[src/rtl/draw_sprite_blit.sv]
// rtl/draw_sprite_blit.sv - sprite blitter: scans a sprite ROM row-major and emits clipped, colour-keyed VGA plots
module draw_sprite_blit #(
   parameter int              SPR_W      = 80,
   parameter int              SPR_H      = 40,
   parameter int              ADDR_W     = 12,
   parameter int              COL_W      = 9,
   parameter int              ROM_LAT    = 1,
   parameter int              SCREEN_W   = 160,
   parameter int              SCREEN_H   = 120,
   parameter bit              TRANSP_EN  = 1'b0,
   parameter logic [COL_W-1:0] TRANSP_KEY = '0
) (
   input  logic              clk,
   input  logic              resetn,
   input  logic              start,
   input  logic              abort,
   input  logic [7:0]        x0,
   input  logic [6:0]        y0,
   output logic [ADDR_W-1:0] mem_addr,
   input  logic [COL_W-1:0]  rom_q,
   output logic              busy,
   output logic              done,
   output logic [7:0]        x,
   output logic [6:0]        y,
   output logic [COL_W-1:0]  colour,
   output logic              plot
);

   localparam int CW = (SPR_W > 1) ? $clog2(SPR_W) : 1;
   localparam int RW = (SPR_H > 1) ? $clog2(SPR_H) : 1;
   localparam logic [CW-1:0] COL_LAST = CW'(SPR_W - 1);
   localparam logic [RW-1:0] ROW_LAST = RW'(SPR_H - 1);
   localparam logic [8:0]    SCR_W9   = 9'(SCREEN_W);
   localparam logic [7:0]    SCR_H8   = 8'(SCREEN_H);

   typedef enum logic [1:0] {IDLE, RUN, DRAIN, FIN} state_t;
   state_t state, state_nx;

   logic [7:0]    ox;
   logic [6:0]    oy;
   logic [CW-1:0] a_col;
   logic [RW-1:0] a_row;
   logic [CW-1:0] p_col [ROM_LAT];
   logic [RW-1:0] p_row [ROM_LAT];
   logic [ROM_LAT-1:0] p_valid;

   logic accept, kill, last_addr, tail_valid, clipped, transparent;
   logic [8:0] xs;
   logic [7:0] ys;

   // While in RUN the address register always holds a live request.
   assign accept    = (state == IDLE) && start;
   assign kill      = abort && ((state == RUN) || (state == DRAIN));
   assign last_addr = (state == RUN) && (a_col == COL_LAST) && (a_row == ROW_LAST);

   always_ff @(posedge clk or negedge resetn) begin
      if (!resetn) state <= IDLE;
      else         state <= state_nx;
   end

   always_comb begin
      state_nx = state;
      case (state)
         IDLE:    if (start) state_nx = RUN;
         RUN:     if (kill) state_nx = IDLE;
                  else if (last_addr) state_nx = DRAIN;
         DRAIN:   if (kill) state_nx = IDLE;
                  else if (p_valid == '0) state_nx = FIN;
         FIN:     state_nx = IDLE;
         default: state_nx = IDLE;
      endcase
   end

   always_comb begin
      busy = (state == RUN) || (state == DRAIN);
      done = (state == FIN);
   end

   always_ff @(posedge clk or negedge resetn) begin
      if (!resetn) begin
         ox       <= '0;
         oy       <= '0;
         a_col    <= '0;
         a_row    <= '0;
         mem_addr <= '0;
      end else if (accept) begin
         ox       <= x0;
         oy       <= y0;
         a_col    <= '0;
         a_row    <= '0;
         mem_addr <= '0;
      end else if ((state == RUN) && !last_addr) begin
         mem_addr <= mem_addr + ADDR_W'(1);
         if (a_col == COL_LAST) begin
            a_col <= '0;
            a_row <= a_row + RW'(1);
         end else begin
            a_col <= a_col + CW'(1);
         end
      end
   end

   // Coordinates ride alongside the ROM read so they meet rom_q at the tail.
   always_ff @(posedge clk or negedge resetn) begin
      if (!resetn) begin
         p_valid <= '0;
         for (int i = 0; i < ROM_LAT; i++) begin
            p_col[i] <= '0;
            p_row[i] <= '0;
         end
      end else begin
         for (int i = ROM_LAT - 1; i > 0; i--) begin
            p_valid[i] <= p_valid[i-1];
            p_col[i]   <= p_col[i-1];
            p_row[i]   <= p_row[i-1];
         end
         p_valid[0] <= (state == RUN);
         p_col[0]   <= a_col;
         p_row[0]   <= a_row;
         if (kill) p_valid <= '0;
      end
   end

   assign tail_valid  = p_valid[ROM_LAT-1];
   assign xs          = {1'b0, ox} + 9'(p_col[ROM_LAT-1]);
   assign ys          = {1'b0, oy} + 8'(p_row[ROM_LAT-1]);
   assign clipped     = (xs >= SCR_W9) || (ys >= SCR_H8);
   assign transparent = TRANSP_EN && (rom_q == TRANSP_KEY);

   always_ff @(posedge clk or negedge resetn) begin
      if (!resetn) begin
         plot   <= 1'b0;
         x      <= '0;
         y      <= '0;
         colour <= '0;
      end else if (kill) begin
         plot <= 1'b0;
      end else begin
         plot <= tail_valid && !clipped && !transparent;
         if (tail_valid) begin
            x      <= xs[7:0];
            y      <= ys[6:0];
            colour <= rom_q;
         end
      end
   end

endmodule

[config.mk]
export PLATFORM = sky130hd
export DESIGN_NAME = draw_sprite_blit
export DESIGN_NICKNAME = d
export VERILOG_FILES = /design/src/rtl/draw_sprite_blit.sv
export SDC_FILE = /design/constraint.sdc
export NUM_CORES = 1
export LEC_CHECK = 0
export ABC_CLOCK_PERIOD_IN_PS = 3900
export CORE_UTILIZATION = 40
export CTS_CLUSTER_SIZE = 25
export DETAILED_ROUTE_END_ITERATION = 10
export PLACE_DENSITY_LB_ADDON = 0.15
export SLEW_MARGIN = 20
export SYNTH_ARGS = -nofsm -noshare
export SYNTH_HDL_FRONTEND = slang
export SYNTH_SLANG_ARGS = --single-unit
export TNS_END_PERCENT = 20
[constraint.sdc]
create_clock -name clk -period 3.9 [get_ports clk]
set_clock_uncertainty 0.1 [all_clocks]
set_input_delay 0.585 -clock clk [delete_from_list [all_inputs] [get_ports clk]]
set_output_delay 0.585 -clock clk [all_outputs]
set_load 0.1 [all_outputs]
Word level (Yosys, flattened, before mapping):

Cells that the tools add are included.

* input bits: 28
* output and inout port bits: 39
* flip-flop bits (word level): 81

* $lt $le $gt $ge: 2
* add/sub/neg operators: 5
* multiplexer cells: 16
* reduce and logical (&&, ||, !) cells: 16
* equality and inequality tests: 8
* bitwise operators: 1

Operators with widths (number)
* 12-bit 2-to-1 mux: 2
* 7-bit 2-to-1 mux: 3
* 6-bit 2-to-1 mux: 3
* 12-bit by 1-bit adder with 12-bit output (second input constant): 1
* 2-bit 2-to-1 mux: 5
* 8-bit by 7-bit adder with 9-bit output: 1
* 9-bit by 8-bit >= comparator with 1-bit output (second input constant): 1
* 7-bit by 6-bit adder with 8-bit output: 1
* 8-bit by 7-bit >= comparator with 1-bit output (second input constant): 1
* 2-bit case mux with 4 select lines: 1
* 7-bit by 1-bit adder with 7-bit output (second input constant): 1
* 7-bit equality test (second input constant): 1
* 6-bit by 1-bit adder with 6-bit output (second input constant): 1
* 6-bit equality test (second input constant): 1
* 1-bit logical AND: 6
* 3-bit inequality test (second input constant): 2
* 2-bit equality test (second input constant): 2
* 2-bit AND reduction: 2
* 2-bit nonzero test: 2
* 3-bit AND reduction: 1
* 2-bit by 1-bit equality test with 1-bit output (second input constant): 1
* 1-bit logical NOT: 2
* 2-bit logical NOT: 1
* 1-bit logical OR: 2
* 3 further kinds: 4

Depth between registers and ports, before layout:

* depth after elaboration: 7
* mapped depth: 9
* mapped depth without buffers: 9

Least setup slack after synthesis:

No wires, ideal clock.

* path kind: register to register
* start: reg state[1]
* end: reg colour[0]
* period minus slack after synthesis: 2619 ps
* stages on the path, launching flop included: 7
* buffers on the path: 1
* required time: 3674 ps
* setup slack: 1281 ps
* data arrival time: 2393 ps
* cell sequence: dfrtp_1 > inv_1 > ha_1 > nand2_1 > nand2_1 > buf_1 > mux2_2

* longest elaborated chain between the ends: 5
* elaborated cells between the ends (all ways): 6

Ends and longest elaborated chain
* start, declared: RTL line 37 `state_t state, state_nx;`
* start signal, assigned: RTL line 58 `else state <= state_nx;`
* 2-bit by 1-bit equality test with 1-bit output or 2-bit equality test (tied branches)
* 1-bit logical OR (*)
* via busy: RTL line 21 `output logic busy,`
* 1-bit logical AND (*): RTL line 53 `assign kill = abort && ((state == RUN) || (state == DRAIN));`
* 1-bit inverter (no source line) (*)
* 2-bit AND reduction (no source line) (*)
* end signal, assigned: RTL line 143 `colour <= rom_q;`
* end, declared: RTL line 25 `output logic [COL_W-1:0] colour,`

The timed path passes the listed nets; every way through them passes the cells marked *.
A chain may end at the register's enable or synchronous reset.

Final worst setup path:

* start: reg state[1]
* end: out busy

* longest elaborated chain between the ends: 2
* elaborated cells between the ends (all ways): 3

Ends and longest elaborated chain
* 2-bit by 1-bit equality test with 1-bit output or 2-bit equality test (tied branches): RTL line 75 `busy = (state == RUN) || (state == DRAIN);`
* 1-bit logical OR (*): RTL line 75
* end, declared: RTL line 21

Mark *: on every way between the ends. The rest lies on a longest branch, timed or not.

==> run summary <==
================================================================================
Clock Path Buffers ................................................            2
Post-layout min period ............................................      2.95 ns
Summed negative setup slack over all endpoints ....................         0 ns
Maximum capacitance violations ....................................            0
Vias in the first global route ....................................        2,673
Avg Inst Size Synth ...............................................     10.7 µm²
Cell types occupying the most area after synthesis ................ sky130_fd_sc_hd__dfrtp_1 54%, sky130_fd_sc_hd__ha_1 7.0%, sky130_fd_sc_hd__nand2_1 6.2%
Startpoint kind of the worst setup timing path ....................    flip-flop
Area of the die ...................................................     9820 µm²
Port bufs .........................................................           66
Initial Util ......................................................        41.0%
Height of the die .................................................      99.1 µm
Fraction of post-synthesis cell area in the top cell type by area .        53.8%
Cell count after synthesis ........................................          351
Core footprint ....................................................     9200 µm²
Fraction of final layout cells sized beyond drive strength 1 ......        9.37%
Number of nets still failing antenna checks after routing .........            0
Number of iterations in the first detailed-routing pass ...........            4
Root buf cell ..................................................... sky130_fd_sc_hd__clkbuf_8
Synthesized Nets ..................................................          402
Kind of path behind the tightest hold check .......................  in -> async
Unrepaired setup endpoints after global routing ...................        false
Die width .........................................................      99.1 µm
Maximum fanout encountered on the critical timing path ............            4
Area overhead of the layout relative to synthesis .................        26.9%
Most instantiated library cell after synthesis .................... sky130_fd_sc_hd__dfrtp_1
DRC errors left ...................................................            0
Global-route wire length before repair ............................    12,400 µm
N_diodes ..........................................................            0
Placed wire-length estimate after detailed placement ..............      4980 µm
Total of endpoints with negative setup slack in the final report ..            0
Arrival time at the worst endpoint ................................      2.26 ns
Slew at the pin closest to its max-slew limit .....................     0.978 ns
Cell accounting for the most synthesized area ..................... sky130_fd_sc_hd__dfrtp_1
Result of the run ................................................. complete, no violations
Top FF cell, synth ................................................ sky130_fd_sc_hd__dfrtp_1
Asr flop ratio synth ..............................................         100%
Pin count of the biggest net entering global routing ..............           82
H-Tree Depth ......................................................            3
Rel. slew slack ...................................................        34.6%
Number of top-level design ports ..................................           67
Post-synthesis sequential element count ...........................           81
GR Overflow Total .................................................            0
Average via count per standard cell ...............................         4.95
Total of cells resized after clock tree synthesis .................            0
# nets final ......................................................          473
Critical path endpoint category ...................................  output port
Clock insertion delay at the later pin of the skew report .........      0.35 ns
Total wire length .................................................      7210 µm
Average wire per standard cell ....................................      13.4 µm
Worst path required time ..........................................      3.21 ns
Max-slew violations ...............................................            0
DRC violation total after the first TritonRoute iteration .........           73
Via count .........................................................        2,663
Initial antenna violation count ...................................            0
Placer congestion estimate ........................................        0.758
Reg clk slew, reported paths ......................................      0.08 ns
Overall fraction of global-route tracks in use ....................        16.1%
Final hold violation count ........................................            0
CTS buffer count ..................................................            9
EDFF count, synth .................................................            0
Achievable clock frequency ........................................      339 MHz
Post-route clock period utilization ...............................        75.6%
TritonCTS clock tree ..............................................         done
Most numerous cell types in the synthesized netlist ............... 81 x sky130_fd_sc_hd__dfrtp_1, 62 x sky130_fd_sc_hd__nand2_1, 29 x sky130_fd_sc_hd__nor2_1
Summed instance area of the synthesized netlist ...................     3770 µm²
Count of fill cells added during filler insertion .................          830
Clock sink total ..................................................           81
Classification of the worst setup path ............................   reg -> out
FP Rows ...........................................................           35
Synth warn ........................................................            0
Post-synth cell types .............................................           35
# Post-CTS Setup Buffers ..........................................            0
Sequential share of the synthesized area ..........................        53.8%
# hold bufs at CTS ................................................            0
================================================================================
final cells by class:
class | instances | area [µm²] | share of cell area, %
Tap cell | 111 | 139 | 2.90
Timing Repair Buffer | 68 | 677 | 14.1
Sequential cell | 81 | 2030 | 42.4
Clock inverter | 6 | 90.1 | 1.88
Inverter | 14 | 52.6 | 1.10
Multi-Input combinational cell | 248 | 1660 | 34.7
Clock buffer | 10 | 138 | 2.88
layout by cell type (no fill, tap or decap), drive strengths merged, types with 3 or more instances in the layout:
| cell | n |
|---|---|
| a211oi | 5 |
| a21o | 6 |
| a21oi | 13 |
| and3 | 5 |
| buf | 3 |
| clkbuf | 10 |
| clkdlybuf4s50 | 65 |
| dfrtp | 81 |
| ha | 21 |
| inv | 15 |
| mux2 | 16 |
| mux2i | 3 |
| nand2 | 62 |
| nand2b | 3 |
| nand3 | 9 |
| nand4 | 6 |
| nor2 | 30 |
| nor3 | 5 |
| o21ai | 17 |
| xnor2 | 8 |
| xor2 | 21 |
final timing paths:
check / start / to / slack [ns] / cells after the start
max: state[1]$_DFFE_PN0P_ / busy / 0.95 / 3
max in group asynchronous: resetn / p_col[6]$_DFF_PN0_ / 3.04 / 1
min: resetn / y[0]$_DFFE_PN0P_ / 0.17 / 1
min reg2reg: a_row[1]$_DFFE_PN0P_ / p_row[1]$_DFF_PN0_ / 0.33 / 0
max reg2reg: state[1]$_DFFE_PN0P_ / mem_addr[11]$_DFFE_PN0P_ / 1.40 / 8
min in group clk: a_row[1]$_DFFE_PN0P_ / p_row[1]$_DFF_PN0_ / 0.33 / 0
critical path: stages, from the launching register on:
cell and delay [ns]:
sky130_fd_sc_hd__dfrtp_1 0.39, sky130_fd_sc_hd__inv_1 0.10, sky130_fd_sc_hd__ha_1 0.30, sky130_fd_sc_hd__clkdlybuf4s50_1 1.13
state kept, by name (all words and copies together) (netlist names), 2 cells and up:
name	flops
oy	7
p_row	6
a_row	6
mem_addr	12
colour	9
x	8
ox	8
y	7
a_col	7
p_col	7
state	2
cells by family after synthesis:
group,share of synthesized area [%]
DFF,53.8
buffers and inverters,2.19
adders and majority gates,8.03
xor gates and xnor gates,6.74
muxes,5.58
AOI/OAI and AO/OA,8.66
and+or+nand+nor,15.0
metrics by stage:
step / util, % / setup WS [ns] / hold WS (ns) / area [µm²] / instances
after floorplan: - / 1.28 / 0.189 / 3770 / 351
after global placement: 49.5 / 1.28 / 0.310 / 4550 / 522
after detailed placement: 49.5 / 1.24 / 0.313 / 4550 / 522
after CTS: 52.0 / 0.922 / 0.334 / 4780 / 538
after global routing: 52.0 / 0.832 / 0.224 / 4790 / 538
final: 52.0 / 0.952 / 0.168 / 4790 / 538
routing by layer:
metal	track usage, %	vias to the layer above	share of wire, %	wire length [µm]
met5	0	-	0	0
met3	3.12	10	3.8	274
met1	21.2	1286	48	3470
li1	-	1319	-	-
met4	8.37	0	1.6	115
met2	25.3	48	46	3350
Power is not shown: default switching activity piles up to over one toggle a cycle in this logic, so the estimate is an artifact.
